$ cat src/rtl/countdown_timer_pkg.sv
// ---------------------------------------------------------------------------
// countdown_timer_pkg
// Shared timer definitions used by the countdown timer and its bus interface.
//   CNT_W_DEF : default width of the count and load value
//   state_e   : timer state encoding (IDLE=0, RUN=1, HOLD=2)
// ---------------------------------------------------------------------------
package countdown_timer_pkg;

   localparam int CNT_W_DEF = 4;

   typedef enum logic [1:0] {
      IDLE = 2'd0,
      RUN  = 2'd1,
      HOLD = 2'd2
   } state_e;

endpackage

$ cat src/rtl/countdown_timer_if.sv
// ---------------------------------------------------------------------------
// countdown_timer_if
// Control/status bundle of the countdown timer.
//   load, load_val : load a new count (and reload value), forces IDLE
//   start, stop    : begin/resume and pause counting
//   tick           : one-cycle count-enable pulse per step
//   cnt, busy      : registered count and RUN indicator
//   done           : registered one-cycle pulse after the terminal tick
//   bout           : combinational borrow, cascades into the next stage's tick
// Modports: master drives the controls, slave is the timer itself.
// ---------------------------------------------------------------------------
interface countdown_timer_if #(
   parameter int CNT_W = countdown_timer_pkg::CNT_W_DEF
);

   logic             load;
   logic [CNT_W-1:0] load_val;
   logic             start;
   logic             stop;
   logic             tick;
   logic [CNT_W-1:0] cnt;
   logic             busy;
   logic             done;
   logic             bout;

   modport master (
      output load, load_val, start, stop, tick,
      input  cnt, busy, done, bout
   );

   modport slave (
      input  load, load_val, start, stop, tick,
      output cnt, busy, done, bout
   );

endinterface

$ cat src/rtl/countdown_timer.sv
// ---------------------------------------------------------------------------
// countdown_timer
// Loadable down-counter stepped by an external tick pulse. Counts the loaded
// value down to zero, flags the last step with a combinational borrow (bout)
// and a registered one-cycle done pulse. Several instances cascade by feeding
// bout into the next instance's tick.
//
// Parameters
//   CNT_W    : width of count and load value
//   RST_VAL  : count and reload value after reset
// Ports
//   clk      : clock, rising edge
//   rstn     : asynchronous reset, active-low
//   bus      : countdown_timer_if.slave (load/start/stop/tick in,
//              cnt/busy/done/bout out)
// Build option
//   AUTO_RELOAD_EN : when defined, the terminal tick reloads the count from
//                    the reload register and keeps running (periodic divider);
//                    a reload value of zero still returns to IDLE. When
//                    undefined the timer is one-shot.
// ---------------------------------------------------------------------------
module countdown_timer
   import countdown_timer_pkg::*;
#(
   parameter int CNT_W   = CNT_W_DEF,
   parameter int RST_VAL = 0
) (
   input  logic               clk,
   input  logic               rstn,
   countdown_timer_if.slave   bus
);

`ifdef AUTO_RELOAD_EN
   localparam bit AUTO_RELOAD = 1'b1;
`else
   localparam bit AUTO_RELOAD = 1'b0;
`endif

   localparam logic [CNT_W-1:0] RST_CNT = CNT_W'(RST_VAL);
   localparam logic [CNT_W-1:0] ONE     = CNT_W'(1);

   state_e           state_q;
   logic [CNT_W-1:0] cnt_q;
   logic [CNT_W-1:0] reload_q;
   logic             busy_q;
   logic             done_q;

   logic [CNT_W-1:0] cnt_dec_d;
   logic             cnt_is_one;
   logic             cnt_is_zero;
   logic             reload_ok;

   assign cnt_dec_d   = cnt_q - ONE;
   assign cnt_is_one  = (cnt_q == ONE);
   assign cnt_is_zero = (cnt_q == '0);
   // A zero reload would restart a period of length zero; treat it as one-shot.
   assign reload_ok   = AUTO_RELOAD && (reload_q != '0);

   always_ff @(posedge clk or negedge rstn) begin
      if (!rstn) begin
         state_q  <= IDLE;
         cnt_q    <= RST_CNT;
         reload_q <= RST_CNT;
         busy_q   <= 1'b0;
         done_q   <= 1'b0;
      end else begin
         done_q <= 1'b0;
         if (bus.load) begin
            cnt_q    <= bus.load_val;
            reload_q <= bus.load_val;
            state_q  <= IDLE;
            busy_q   <= 1'b0;
         end else begin
            unique case (state_q)
               IDLE: begin
                  // A zero count has nothing to run; stop beats start.
                  if (bus.start && !bus.stop && !cnt_is_zero) begin
                     state_q <= RUN;
                     busy_q  <= 1'b1;
                  end
               end
               RUN: begin
                  if (bus.stop) begin
                     state_q <= HOLD;
                     busy_q  <= 1'b0;
                  end else if (bus.tick) begin
                     if (cnt_is_one) begin
                        done_q <= 1'b1;
                        if (reload_ok) begin
                           cnt_q <= reload_q;
                        end else begin
                           cnt_q   <= '0;
                           state_q <= IDLE;
                           busy_q  <= 1'b0;
                        end
                     end else if (!cnt_is_zero) begin
                        cnt_q <= cnt_dec_d;
                     end else begin
                        // Unreachable in normal use; never wrap below zero.
                        state_q <= IDLE;
                        busy_q  <= 1'b0;
                     end
                  end
               end
               HOLD: begin
                  if (bus.start && !bus.stop) begin
                     state_q <= RUN;
                     busy_q  <= 1'b1;
                  end
               end
               default: begin
                  state_q <= IDLE;
                  busy_q  <= 1'b0;
               end
            endcase
         end
      end
   end

   assign bus.cnt  = cnt_q;
   assign bus.busy = busy_q;
   assign bus.done = done_q;
   // Same-cycle borrow so a cascaded stage steps on the same edge.
   assign bus.bout = (state_q == RUN) && bus.tick && cnt_is_one;

endmodule

$ cat src/flat_wrapper.sv
// flat-port wrapper written by rule: the top's interface ports become plain ports
module countdown_timer_flat import countdown_timer_pkg::*;
#(
   parameter int CNT_W   = CNT_W_DEF,
   parameter int RST_VAL = 0
)
  (clk, rstn, bus_load, bus_load_val, bus_start, bus_stop, bus_tick, bus_cnt, bus_busy, bus_done, bus_bout);
  countdown_timer_if #(.CNT_W(CNT_W)) bus_i ();
  input  logic clk;
  input  logic rstn;
  input wire logic [$bits(bus_i.load)-1:0] bus_load;
  input wire logic [$bits(bus_i.load_val)-1:0] bus_load_val;
  input wire logic [$bits(bus_i.start)-1:0] bus_start;
  input wire logic [$bits(bus_i.stop)-1:0] bus_stop;
  input wire logic [$bits(bus_i.tick)-1:0] bus_tick;
  output wire logic [$bits(bus_i.cnt)-1:0] bus_cnt;
  output wire logic [$bits(bus_i.busy)-1:0] bus_busy;
  output wire logic [$bits(bus_i.done)-1:0] bus_done;
  output wire logic [$bits(bus_i.bout)-1:0] bus_bout;
  assign bus_i.load = bus_load;
  assign bus_i.load_val = bus_load_val;
  assign bus_i.start = bus_start;
  assign bus_i.stop = bus_stop;
  assign bus_i.tick = bus_tick;
  assign bus_cnt = bus_i.cnt;
  assign bus_busy = bus_i.busy;
  assign bus_done = bus_i.done;
  assign bus_bout = bus_i.bout;
  countdown_timer #(.CNT_W(CNT_W), .RST_VAL(RST_VAL)) u_core (.clk(clk), .rstn(rstn), .bus(bus_i));
endmodule
$ cat config.mk
export PLATFORM = sky130hd
export DESIGN_NAME = countdown_timer_flat
export DESIGN_NICKNAME = d
export VERILOG_FILES = /design/src/rtl/countdown_timer_pkg.sv /design/src/rtl/countdown_timer_if.sv /design/src/rtl/countdown_timer.sv /design/src/flat_wrapper.sv
export SDC_FILE = /design/constraint.sdc
export NUM_CORES = 1
export LEC_CHECK = 0
export ABC_CLOCK_PERIOD_IN_PS = 3000
export BUFFER_PORTS_ARGS = -buffer_cell sky130_fd_sc_hd__buf_2
export CAP_MARGIN = 20
export CORE_AREA = 5 5 42 44
export CTS_CLUSTER_DIAMETER = 60
export CTS_CLUSTER_SIZE = 30
export DETAILED_ROUTE_END_ITERATION = 7
export DIE_AREA = 0 0 47 49
export PLACE_DENSITY = 0.64
export SYNTH_ARGS = -nofsm -noshare
export SYNTH_HDL_FRONTEND = slang
export SYNTH_SLANG_ARGS = --single-unit
$ cat constraint.sdc
create_clock -name clk -period 3 [get_ports clk]
set_input_delay 0.3 -clock clk [delete_from_list [all_inputs] [get_ports clk]]
set_output_delay 0.3 -clock clk [all_outputs]
set_load 0.1 [all_outputs]
==> results of run 1 <==
-- what timing repair did --
item                      4_1_cts  5_1_grt
hold buffers                    1        0
hold endpoints to repair        7        0
resized for setup               0        0
-- Yosys cell counts --
cell / instances
dfrtp_1: 7
inv_1: 5
nand2_1: 4
nor2_1: 4
a211o_1: 2
ha_1: 2
nand2b_1: 2
nor3_1: 2
a211o_2: 1
a211oi_1: 1
a21boi_1: 1
a21oi_1: 1
a22oi_1: 1
and3_4: 1
and4_1: 1
and4b_1: 1
and4bb_1: 1
buf_2: 1
buf_4: 1
nand3_1: 1
nand4_1: 1
nor2b_1: 1
nor3b_1: 1
o211ai_2: 1
o311ai_0: 1
o31a_1: 1
o31ai_2: 1
o41ai_1: 1
or4b_4: 1
xor2_1: 1
-- where the power goes --
part | switching, uW | total, uW | internal, uW | leakage, uW
Sequential | 9.82 | 111 | 101 | 0.0000888
Clock | 37.2 | 88.1 | 50.9 | 0.0000150
Combinational | 70.3 | 96.8 | 26.5 | 0.000199
Total | 117 | 296 | 178 | 0.000303
-- routing by layer --
layer	routed length (um)	vias to the layer above
li1	-	227
met1	492	214
met2	552	11
met3	66	5
met4	36	0
met5	0	-
-- path summary, 6_finish.rpt --
path	cells after the start	slack [ps]	from	end
setup / recovery	4	1080	u_core.bus.cnt[1]$_DFFE_PN0P_	bus_bout
hold / removal	2	240	bus_stop	u_core.state_q[0]$_DFFE_PN0P_
setup reg to reg	5	1310	u_core.bus.cnt[0]$_DFFE_PN0P_	u_core.bus.cnt[0]$_DFFE_PN0P_
hold reg to reg	2	640	u_core.bus.cnt[0]$_DFFE_PN0P_	u_core.bus.cnt[0]$_DFFE_PN0P_
max in group asynchronous	2	2430	rstn	u_core.bus.cnt[0]$_DFFE_PN0P_
min in group asynchronous	2	410	rstn	u_core.state_q[1]$_DFFE_PN0P_
-- through the flow --
step	utilization	power (uW)	std cells	hold WS (ps)
floorplan	-	186.6	50	4.409
global placement	0.4054	208.5	80	144.4
detailed placement	0.4054	209.7	80	149.8
CTS	0.4313	299.2	85	234.9
global route	0.4313	312.4	85	244.9
finish	0.4313	295.7	85	236.9
-- flip-flops by register name, indices dropped and copies added (netlist names) --
register / cells
u_core.state_q: 2
u_core.bus.done: 1
u_core.bus.cnt: 4
-- cell type report --
class,count,area [um2],share of cell area
inverter,5,18.77,0.03106
multi-input combinational,36,274.0,0.4534
sequential,7,175.2,0.2899
clock buffer,4,26.28,0.04348
tap,16,20.02,0.03313
timing repair buffer,17,90.09,0.1491
-- critical path: stages, from the launching register on --
cell	delay [ps]
dfrtp_1	400
inv_1	90
ha_1	230
and4_1	220
buf_2	430
-- cells by family (layout without fill, tap and decap cells) --
logic type	count (synthesis)	in the layout	share of synthesized area
AOI/OAI and AO/OA	12	12	0.2214
xor gates and xnor gates	1	1	0.01823
adders and majority gates	2	2	0.05208
buffers and inverters	7	26	0.06510
DFF	7	7	0.3646
and+or+nand+nor	21	21	0.2786
==> summary.md, run 1 <==
| Metric | Value |
|---|---|
| Commonest non-fill, non-tap cell in the layout | `buf_2` |
| Arr. time, crit path | `1620 ps` |
| Area growth syn-to-layout | `25.78%` |
| Pre-Repair DR Iteration Count | `4` |
| Yosys warnings | `0` |
| Net count after synthesis | `62` |
| Distinct cells, synth | `30` |
| Clock network latency to the later pin of the worst-skew pair | `260 ps` |
| Max-slew violations | `0` |
| Power density over the cells | `489.2 nW/um2` |
| Routed len/inst | `13.49 um` |
| Final Setup Violations | `0` |
| CP required | `2700 ps` |
| Initial Utilization | `0.3429` |
| Post-layout minimum cycle time | `1921 ps` |
| Area of the core | `1401 um2` |
| Dpl ws | `1305 ps` |
| Post-CTS setup buffers | `0` |
| Via Count | `457` |
| # port buffers | `16` |
| PnR worst setup slack | `1079 ps` |
| Max capacitance violation total | `0` |
| Post-route ant nets | `0` |
| CTS buffer count | `3` |
| TritonCTS clock tree | `done` |
| Synth area leader | `dfrtp_1` |
| Synth Instances | `50` |
| Initial antenna violation count | `0` |
| Area contributors post-synth | `dfrtp_1, ha_1, inv_1` |
| Final setup TNS | `0 ps` |
| Drt first-iter violations | `23` |
| VDD IR max | `0.0002054 V` |
| DPL Wire Length | `918 um` |
| Critical path class | `register to primary output` |
| Crit start category | `register` |
| Rel. slew slack | `0.6773` |
| Gr ovfl total | `0` |
| Post-synthesis sequential area ratio | `0.3646` |
| Lkg Pwr | `0.0003032 uW` |
| Skew final | `1.293 ps` |
| Die height | `49 um` |
| Met1 usage | `0.1365` |
| Top cell type's share of synthesized area | `0.3646` |
| Die area | `2303 um2` |
| Ant diodes | `0` |
| Area after DPL | `568.0 um2` |
| Die Wd | `47 um` |
| Clock transition at the registers of the reported paths | `50 ps` |
| Largest net degree at the start of global routing | `14` |
| Least-Margin Pin Slew | `487.4 ps` |
| CP endpoint kind | `primary output` |
| Cell area after synthesis | `480.5 um2` |
| GR met2 Demand/Resource | `0.1629` |
| Peak Freq | `0.5206 GHz` |
| Filler instances | `157` |
| FP Rows | `14` |
| H-tree Lvls | `1` |
| Most frequent cells in the layout | `buf_2, dfrtp_1, inv_1, nor2_1, nand2_1` |
| Gr usage total | `0.1091` |
| Fin. Hold Viols | `0` |
| Vias per inst | `5.376` |
| Placer Congestion | `0.8356` |
| Clock tree root driver cell | `clkbuf_4` |
| Cell area after layout | `604.3 um2` |
| Global route hottest layer | `met2` |
| RSZ-0062 raised after global routing | `false` |
| #FFs+latches synth | `7` |
| Clk sinks | `7` |
| Hold Path Class | `input port to register` |
| Total wire length | `1147 um` |
| Top-Level Pins | `17` |
| Vias in the first global route | `416` |
| Status | `complete, no violations` |
| Residual DRC count | `0` |
| Final nets | `82` |
| Met3 GRT Util | `0.02214` |
| Tcrit/Tclk final | `0.6403` |
| Share of layout cells above drive strength 1 | `0.3478` |
| Syn_area_per_cell | `9.609 um2` |
| Max Buffers Root-to-Sink | `2` |
| Crit-path max FO | `5` |
| First-pass GRT wire length | `1787 um` |
No activity file was read; power rests on OpenSTA's default activity.
==> inputs of run 2 (changes only) <==
--- a/config.mk
+++ b/config.mk
@@ -5,7 +5,7 @@
 export SDC_FILE = /design/constraint.sdc
 export NUM_CORES = 1
 export LEC_CHECK = 0
-export ABC_CLOCK_PERIOD_IN_PS = 3000
+export ABC_CLOCK_PERIOD_IN_PS = 1650
 export BUFFER_PORTS_ARGS = -buffer_cell sky130_fd_sc_hd__buf_2
 export CAP_MARGIN = 20
 export CORE_AREA = 5 5 42 44
@@ -13,7 +13,7 @@
 export CTS_CLUSTER_SIZE = 30
 export DETAILED_ROUTE_END_ITERATION = 7
 export DIE_AREA = 0 0 47 49
-export PLACE_DENSITY = 0.64
+export PLACE_DENSITY = 0.66
 export SYNTH_ARGS = -nofsm -noshare
 export SYNTH_HDL_FRONTEND = slang
 export SYNTH_SLANG_ARGS = --single-unit
==> constraint.sdc (replaced) <==
create_clock -name clk -period 1.65 [get_ports clk]
set_input_delay 0.165 -clock clk [delete_from_list [all_inputs] [get_ports clk]]
set_output_delay 0.165 -clock clk [all_outputs]
set_load 0.1 [all_outputs]
==> summary.md, run 2 (synthesis gave the netlist of run 1 again) <==
| Metric | Value |
|---|---|
| Status | `complete, no violations` |
| Top-Level Pins | `17 (unchanged)` |
| Gate power share | `0.368 (+0.041)` |
| Gr usage total | `0.1227 (+0.01363)` |
| FP Rows | `14 (unchanged)` |
| Placer Congestion | `0.7879 (-5.7%)` |
| Routed len/inst | `13.50 um (about the same)` |
| # port buffers | `16 (unchanged)` |
| Clock network latency to the later pin of the worst-skew pair | `260 ps (about the same)` |
| Final Non-Filler Cells | `90 (+5.9%)` |
| Tot Pwr | `584.1 uW (+98%)` |
| Max capacitance violation total | `0 (unchanged)` |
| Initial antenna violation count | `0 (unchanged)` |
| Post-route ant nets | `0 (unchanged)` |
| Met3 GRT Util | `0.04797 (+0.02583)` |
| Pre-Repair DR Iteration Count | `4 (unchanged)` |
| Clock transition at the registers of the reported paths | `50 ps (about the same)` |
| Via Count | `476 (+4.2%)` |
| FF-to-FF path depth | `5 (unchanged)` |
| Area growth syn-to-layout | `49.22%` |
| Crit-path cells | `inv_4 -> ha_4 -> or4b_4 -> a211o_1 -> o211ai_2` |
| Final nets | `87 (+6.1%)` |
| GR met2 Demand/Resource | `0.1697 (+0.006787)` |
| CTS buffer count | `3 (unchanged)` |
| H-tree Lvls | `1 (unchanged)` |
| Switch share | `0.3962 (-0.0004980)` |
| Final Core Density | `0.5116 (+0.08036)` |
| Die area | `2303 um2 (unchanged)` |
| P_sw | `231.5 uW (+97%)` |
| Post-layout minimum cycle time | `1632 ps` |
| Area of the core | `1401 um2 (unchanged)` |
| Crit start category | `register` |
| Final Setup Violations | `0 (unchanged)` |
| Max Buffers Root-to-Sink | `2 (unchanged)` |
| Die height | `49 um (unchanged)` |
| Most frequent cells in the layout | `buf_2, nor2_1, nand2_1, buf_4` |
| Fin. Hold Viols | `0 (unchanged)` |
| VDD IR max | `0.0003803 V (+85%)` |
| Ant diodes | `0 (unchanged)` |
| Hold Crit Depth | `2 (unchanged)` |
| Gr ovfl total | `0 (unchanged)` |
| Flop pwr share | `0.356 (-0.019)` |
| Delay of the slowest critical-path stage | `510 ps (+80 ps)` |
| Lkg Pwr | `0.0003280 uW (+8.2%)` |
| Rel. slew slack | `0.6725 (-0.004761)` |
| DPL Wire Length | `924.5 um (+0.71%)` |
| Clk sinks | `7 (unchanged)` |
| Drt first-iter violations | `9 (-61%)` |
| Initial Utilization | `0.3429 (unchanged)` |
| Residual DRC count | `0 (unchanged)` |
| Critical Path Slowest Stage Cell | `dfrtp_4` |
| CP required | `1830 ps (-870 ps)` |
| Max-slew violations | `0 (unchanged)` |
| Placed Cells | `82 (+2.5%)` |
| Die Wd | `47 um (unchanged)` |
| Commonest non-fill, non-tap cell in the layout | `buf_2` |
| Crit-path max FO | `4 (-1)` |
| TritonCTS clock tree | `done` |
| Tcrit/Tclk final | `0.9891` |
| Internal | `352.7 uW (+98%)` |
| RSZ-0062 raised after global routing | `true` |
| Clock Power Share | `0.276 (-0.022)` |
| Least-Margin Pin Slew | `494.6 ps (+7.191 ps)` |
| Peak Freq | `0.6127 GHz` |
| Vias per inst | `5.289 (-1.6%)` |
| Share of layout cells above drive strength 1 | `0.5405 (+0.1927)` |
| CP endpoint kind | `register` |
| Clock tree root driver cell | `clkbuf_4` |
| Total wire length | `1215 um (+5.9%)` |
| Vias in the first global route | `444 (+6.7%)` |
| Arr. time, crit path | `1810 ps (+190 ps)` |
| First-pass GRT wire length | `1966 um (+10%)` |
| Skew final | `1.406 ps (+0.1134 ps)` |
| Critical path class | `register to register` |
| Hold Path Class | `input port to register` |
| Met1 usage | `0.1438 (+0.007355)` |
| Largest net degree at the start of global routing | `14 (unchanged)` |
| Max reg flops | `4 (unchanged)` |
| Power density over the cells | `814.8 nW/um2 (+67%)` |
| Worst hold margin | `108.4 ps (-128.5 ps)` |
| Global route hottest layer | `met2` |
run 2: changes by cell type in the layout (fill, tap and decap cells not counted), moves of 2 or more:
cell     previous run  this run
buf_4               0         4
dfrtp_1             7         2
ha_4                0         2
dfrtp_2             0         3
ha_1                2         0
inv_1               5         3
inv_4               0         2
dfrtp_4             0         2
run 2: power by group through the flow:
stage          clock (uW)  combinational (uW)  sequential [uW]
2_1_floorplan           0                69.2              289
3_3_place_gp            0                 192              213
3_5_place_dp            0                 194              213
4_1_cts               164                 196              210
5_1_grt               176                 229              211
6_report              161                 215              208
run 2: per-stage QoR:
step,setup WS [ps],cell area (um2),setup TNS [ps]
2_1_floorplan,-128.4,524.3,-242.1
3_3_place_gp,45.80,641.9,0
3_5_place_dp,28.17,641.9,0
4_1_cts,2.934,678.2,0
5_1_grt,-22.29,716.9,-36.62
6_report,17.93,716.9,0
run 2: area by class of cell:
type	count	area (um2)
fillers	136	684.4
multi-input cells	36	314.1
flip-flops and latches	7	186.4
repair buffers	22	146.4
clock buffers	4	26.28
inverters	5	23.77
well taps	16	20.02
run 2: final timing paths:
check,start,end,slack (ps)
max,u_core.bus.cnt[0]$_DFFE_PN0P_,u_core.bus.cnt[0]$_DFFE_PN0P_,20
min,bus_stop,u_core.state_q[0]$_DFFE_PN0P_,110
max reg2reg,u_core.bus.cnt[0]$_DFFE_PN0P_,u_core.bus.cnt[0]$_DFFE_PN0P_,20
min reg2reg,u_core.state_q[1]$_DFFE_PN0P_,u_core.state_q[1]$_DFFE_PN0P_,640
max in group asynchronous,rstn,u_core.bus.cnt[1]$_DFFE_PN0P_,1200
min in group asynchronous,rstn,u_core.state_q[1]$_DFFE_PN0P_,270
run 2: worst max-delay path, delay by kind of cell (launching register included):
family | cells | cell delay [ps]
flip-flops | 1 | 510
AO/OA/AOI/OAI | 2 | 360
adder cells (fa/ha/maj) | 1 | 120
AND/OR/NAND/NOR | 1 | 490
buffers and inverters | 1 | 80
run 2: metal layers:
layer  wire (um)  vias up
li1            -      234
met1         525      224
met2         570       13
met3          73        5
met4          46        0
met5           0        -
run 2: repair_timing:
item | CTS | global route
endpoints found under the hold margin | 7 | 0
hold buffers | 1 | 0
setup endpoints to repair | 0 | 3
setup buffers | 0 | 3
gates resized for setup | 0 | 3
==> inputs of run 3 (changes only) <==
--- a/config.mk
+++ b/config.mk
@@ -13,7 +13,8 @@
 export CTS_CLUSTER_SIZE = 30
 export DETAILED_ROUTE_END_ITERATION = 7
 export DIE_AREA = 0 0 47 49
-export PLACE_DENSITY = 0.66
+export PLACE_DENSITY = 0.67
 export SYNTH_ARGS = -nofsm -noshare
 export SYNTH_HDL_FRONTEND = slang
 export SYNTH_SLANG_ARGS = --single-unit
+export TNS_END_PERCENT = 20
==> summary.md, run 3 (synthesis gave the netlist of run 1 again) <==
| Metric | Value |
|---|---|
| Clk sinks | `7 (unchanged)` |
| Final Core Density | `0.4920 (-0.01964)` |
| Arr. time, crit path | `1820 ps (about the same)` |
| P_sw | `228.9 uW (-1.1%)` |
| Tcrit/Tclk final | `0.9940 (+0.004872)` |
| Crit-path cells | `inv_4 -> ha_4 -> or4b_4 -> a211o_1 -> o211ai_2` |
| Internal | `345.0 uW (-2.2%)` |
| Pre-Repair DR Iteration Count | `3 (-1)` |
| Routed len/inst | `13.34 um (-1.2%)` |
| Clock network latency to the later pin of the worst-skew pair | `260 ps (about the same)` |
| Crit-path max FO | `5 (+1)` |
| Placer Congestion | `0.7951 (+0.91%)` |
| Max Buffers Root-to-Sink | `2 (unchanged)` |
| Die height | `49 um (unchanged)` |
| Final Setup Violations | `0 (unchanged)` |
| Clock tree root driver cell | `clkbuf_4` |
| Clock transition at the registers of the reported paths | `60 ps (about the same)` |
| Final Non-Filler Cells | `88 (-2.2%)` |
| Top-Level Pins | `17 (unchanged)` |
| Vias per inst | `5.205 (-1.6%)` |
| Delay of the slowest critical-path stage | `520 ps (about the same)` |
| First-pass GRT wire length | `2035 um (+3.5%)` |
| GR met2 Demand/Resource | `0.1629 (-0.006787)` |
| Area after DPL | `641.9 um2 (unchanged)` |
| VDD IR max | `0.0003843 V (+1.1%)` |
| Via Count | `458 (-3.8%)` |
| H-tree Lvls | `1 (unchanged)` |
| Global route hottest layer | `met2` |
| CP endpoint kind | `register` |
| Met3 GRT Util | `0.04059 (-0.007380)` |
| Tot Pwr | `574.0 uW (-1.7%)` |
| Drt first-iter violations | `12 (+3)` |
| Post-layout minimum cycle time | `1640 ps (+8.039 ps)` |
| Die Wd | `47 um (unchanged)` |
| Total wire length | `1174 um (-3.4%)` |
| DPL Wire Length | `905.2 um (-2.1%)` |
| Area of the core | `1401 um2 (unchanged)` |
| Fin. Hold Viols | `0 (unchanged)` |
| Met1 usage | `0.1619 (+0.01804)` |
| Largest net degree at the start of global routing | `14 (unchanged)` |
| Gr ovfl total | `0 (unchanged)` |
| Most frequent cells in the layout | `buf_2, nor2_1, nand2_1` |
| Skew final | `4.145 ps (+2.739 ps)` |
| Die area | `2303 um2 (unchanged)` |
| Share of layout cells above drive strength 1 | `0.5139 (-0.02665)` |
| Vias in the first global route | `437 (-1.6%)` |
| Area growth syn-to-layout | `43.49%` |
| Critical path class | `register to register` |
| Gr usage total | `0.1250 (+0.002305)` |
| Max capacitance violation total | `0 (unchanged)` |
| Commonest non-fill, non-tap cell in the layout | `buf_2` |
| CP required | `1830 ps (about the same)` |
| Final setup TNS | `0 ps (unchanged)` |
| FP Rows | `14 (unchanged)` |
| Least-Margin Pin Slew | `486.2 ps (-8.390 ps)` |
| Final nets | `85 (-2.3%)` |
| RSZ-0062 raised after global routing | `true` |
| CTS buffer count | `3 (unchanged)` |
| Initial Utilization | `0.3429 (unchanged)` |
| Cell area after layout | `689.4 um2 (-3.8%)` |
| Power density over the cells | `832.5 nW/um2 (+2.2%)` |
| Clock Power Share | `0.287 (+0.011)` |
| Switch share | `0.3989 (+0.002622)` |
| Peak Freq | `0.6097 GHz (-0.49%)` |
| # port buffers | `16 (unchanged)` |
| Hold Path Class | `input port to register` |
| Crit start category | `register` |
| Rel. slew slack | `0.6781 (+0.005555)` |
| Residual DRC count | `0 (unchanged)` |
| Gate power share | `0.350 (-0.018)` |
| Max-slew violations | `0 (unchanged)` |
| Critical Path Slowest Stage Cell | `dfrtp_4` |
| Flop pwr share | `0.363 (+0.007)` |
| Lkg Pwr | `0.0003163 uW (-3.6%)` |
| Placed Cells | `82 (unchanged)` |
| Status | `complete, no violations` |
| Post-route ant nets | `0 (unchanged)` |
| Initial antenna violation count | `0 (unchanged)` |
| Ant diodes | `0 (unchanged)` |
| Max reg flops | `4 (unchanged)` |
| TritonCTS clock tree | `done` |
[run 3: cell count changes in the layout (fill, tap and decap cells not counted), sizes merged]
cell and delta:
buf -2
[run 3: path summary, 6_finish.rpt]
check                                              start                             to  slack [ps]  depth (start not counted)
min in group asynchronous                           rstn  u_core.state_q[0]$_DFFE_PN0P_         270                          2
max in group asynchronous                           rstn  u_core.bus.cnt[1]$_DFFE_PN0P_        1190                          2
hold / removal                                  bus_stop  u_core.state_q[0]$_DFFE_PN0P_         100                          2
setup / recovery           u_core.bus.cnt[0]$_DFFE_PN0P_  u_core.bus.cnt[0]$_DFFE_PN0P_          10                          5
hold reg to reg            u_core.state_q[1]$_DFFE_PN0P_  u_core.state_q[1]$_DFFE_PN0P_         630                          2
setup reg to reg           u_core.bus.cnt[0]$_DFFE_PN0P_  u_core.bus.cnt[0]$_DFFE_PN0P_          10                          5
[run 3: final cells by class]
class	count	area (um2)
inverter	5	23.77
tap	16	20.02
timing repair buffer	20	131.4
sequential	7	186.4
clock buffer	4	26.28
fill	145	711.9
multi-input combinational	36	301.5
[run 3: power groups by stage]
stage	registers [uW]	clock network, uW	logic (uW)
finish	208	165	201
global route	212	178	217
CTS	209	173	200
detailed placement	213	0	193
global placement	212	0	190
floorplan	289	0	69.2
[run 3: per-stage QoR]
| stage | hold slack, ps | worst slack [ps] |
|---|---|---|
| after global routing | 100.8 | -43.37 |
| after floorplan | -130.6 | -128.4 |
| after detailed placement | 16.01 | 18.16 |
| after CTS | 87.30 | 1.964 |
| after global placement | 11.65 | 48.74 |
| final | 98.08 | 9.887 |
[run 3: critical path, delay by kind of cell (launching register included)]
kind,cells,cell delay [ps]
buffers and inverters,1,80
adders and majority gates,1,130
AOI/OAI and AO/OA,2,360
DFF,1,520
and+or+nand+nor,1,490
[run 3: timing repair]
item,4_1_cts,5_1_grt
pin swaps,0,1
hold endpoints to repair,7,0
gates resized for setup,0,1
cloned,0,0
buffers inserted,1,0
setup endpoints to repair,1,3
hold buffers,1,0
[run 3: routing by layer]
metal  vias up  wire length, um
met5         -                0
met4         0               46
met3         5               78
met2        12              507
met1       210              542
li1        231                -
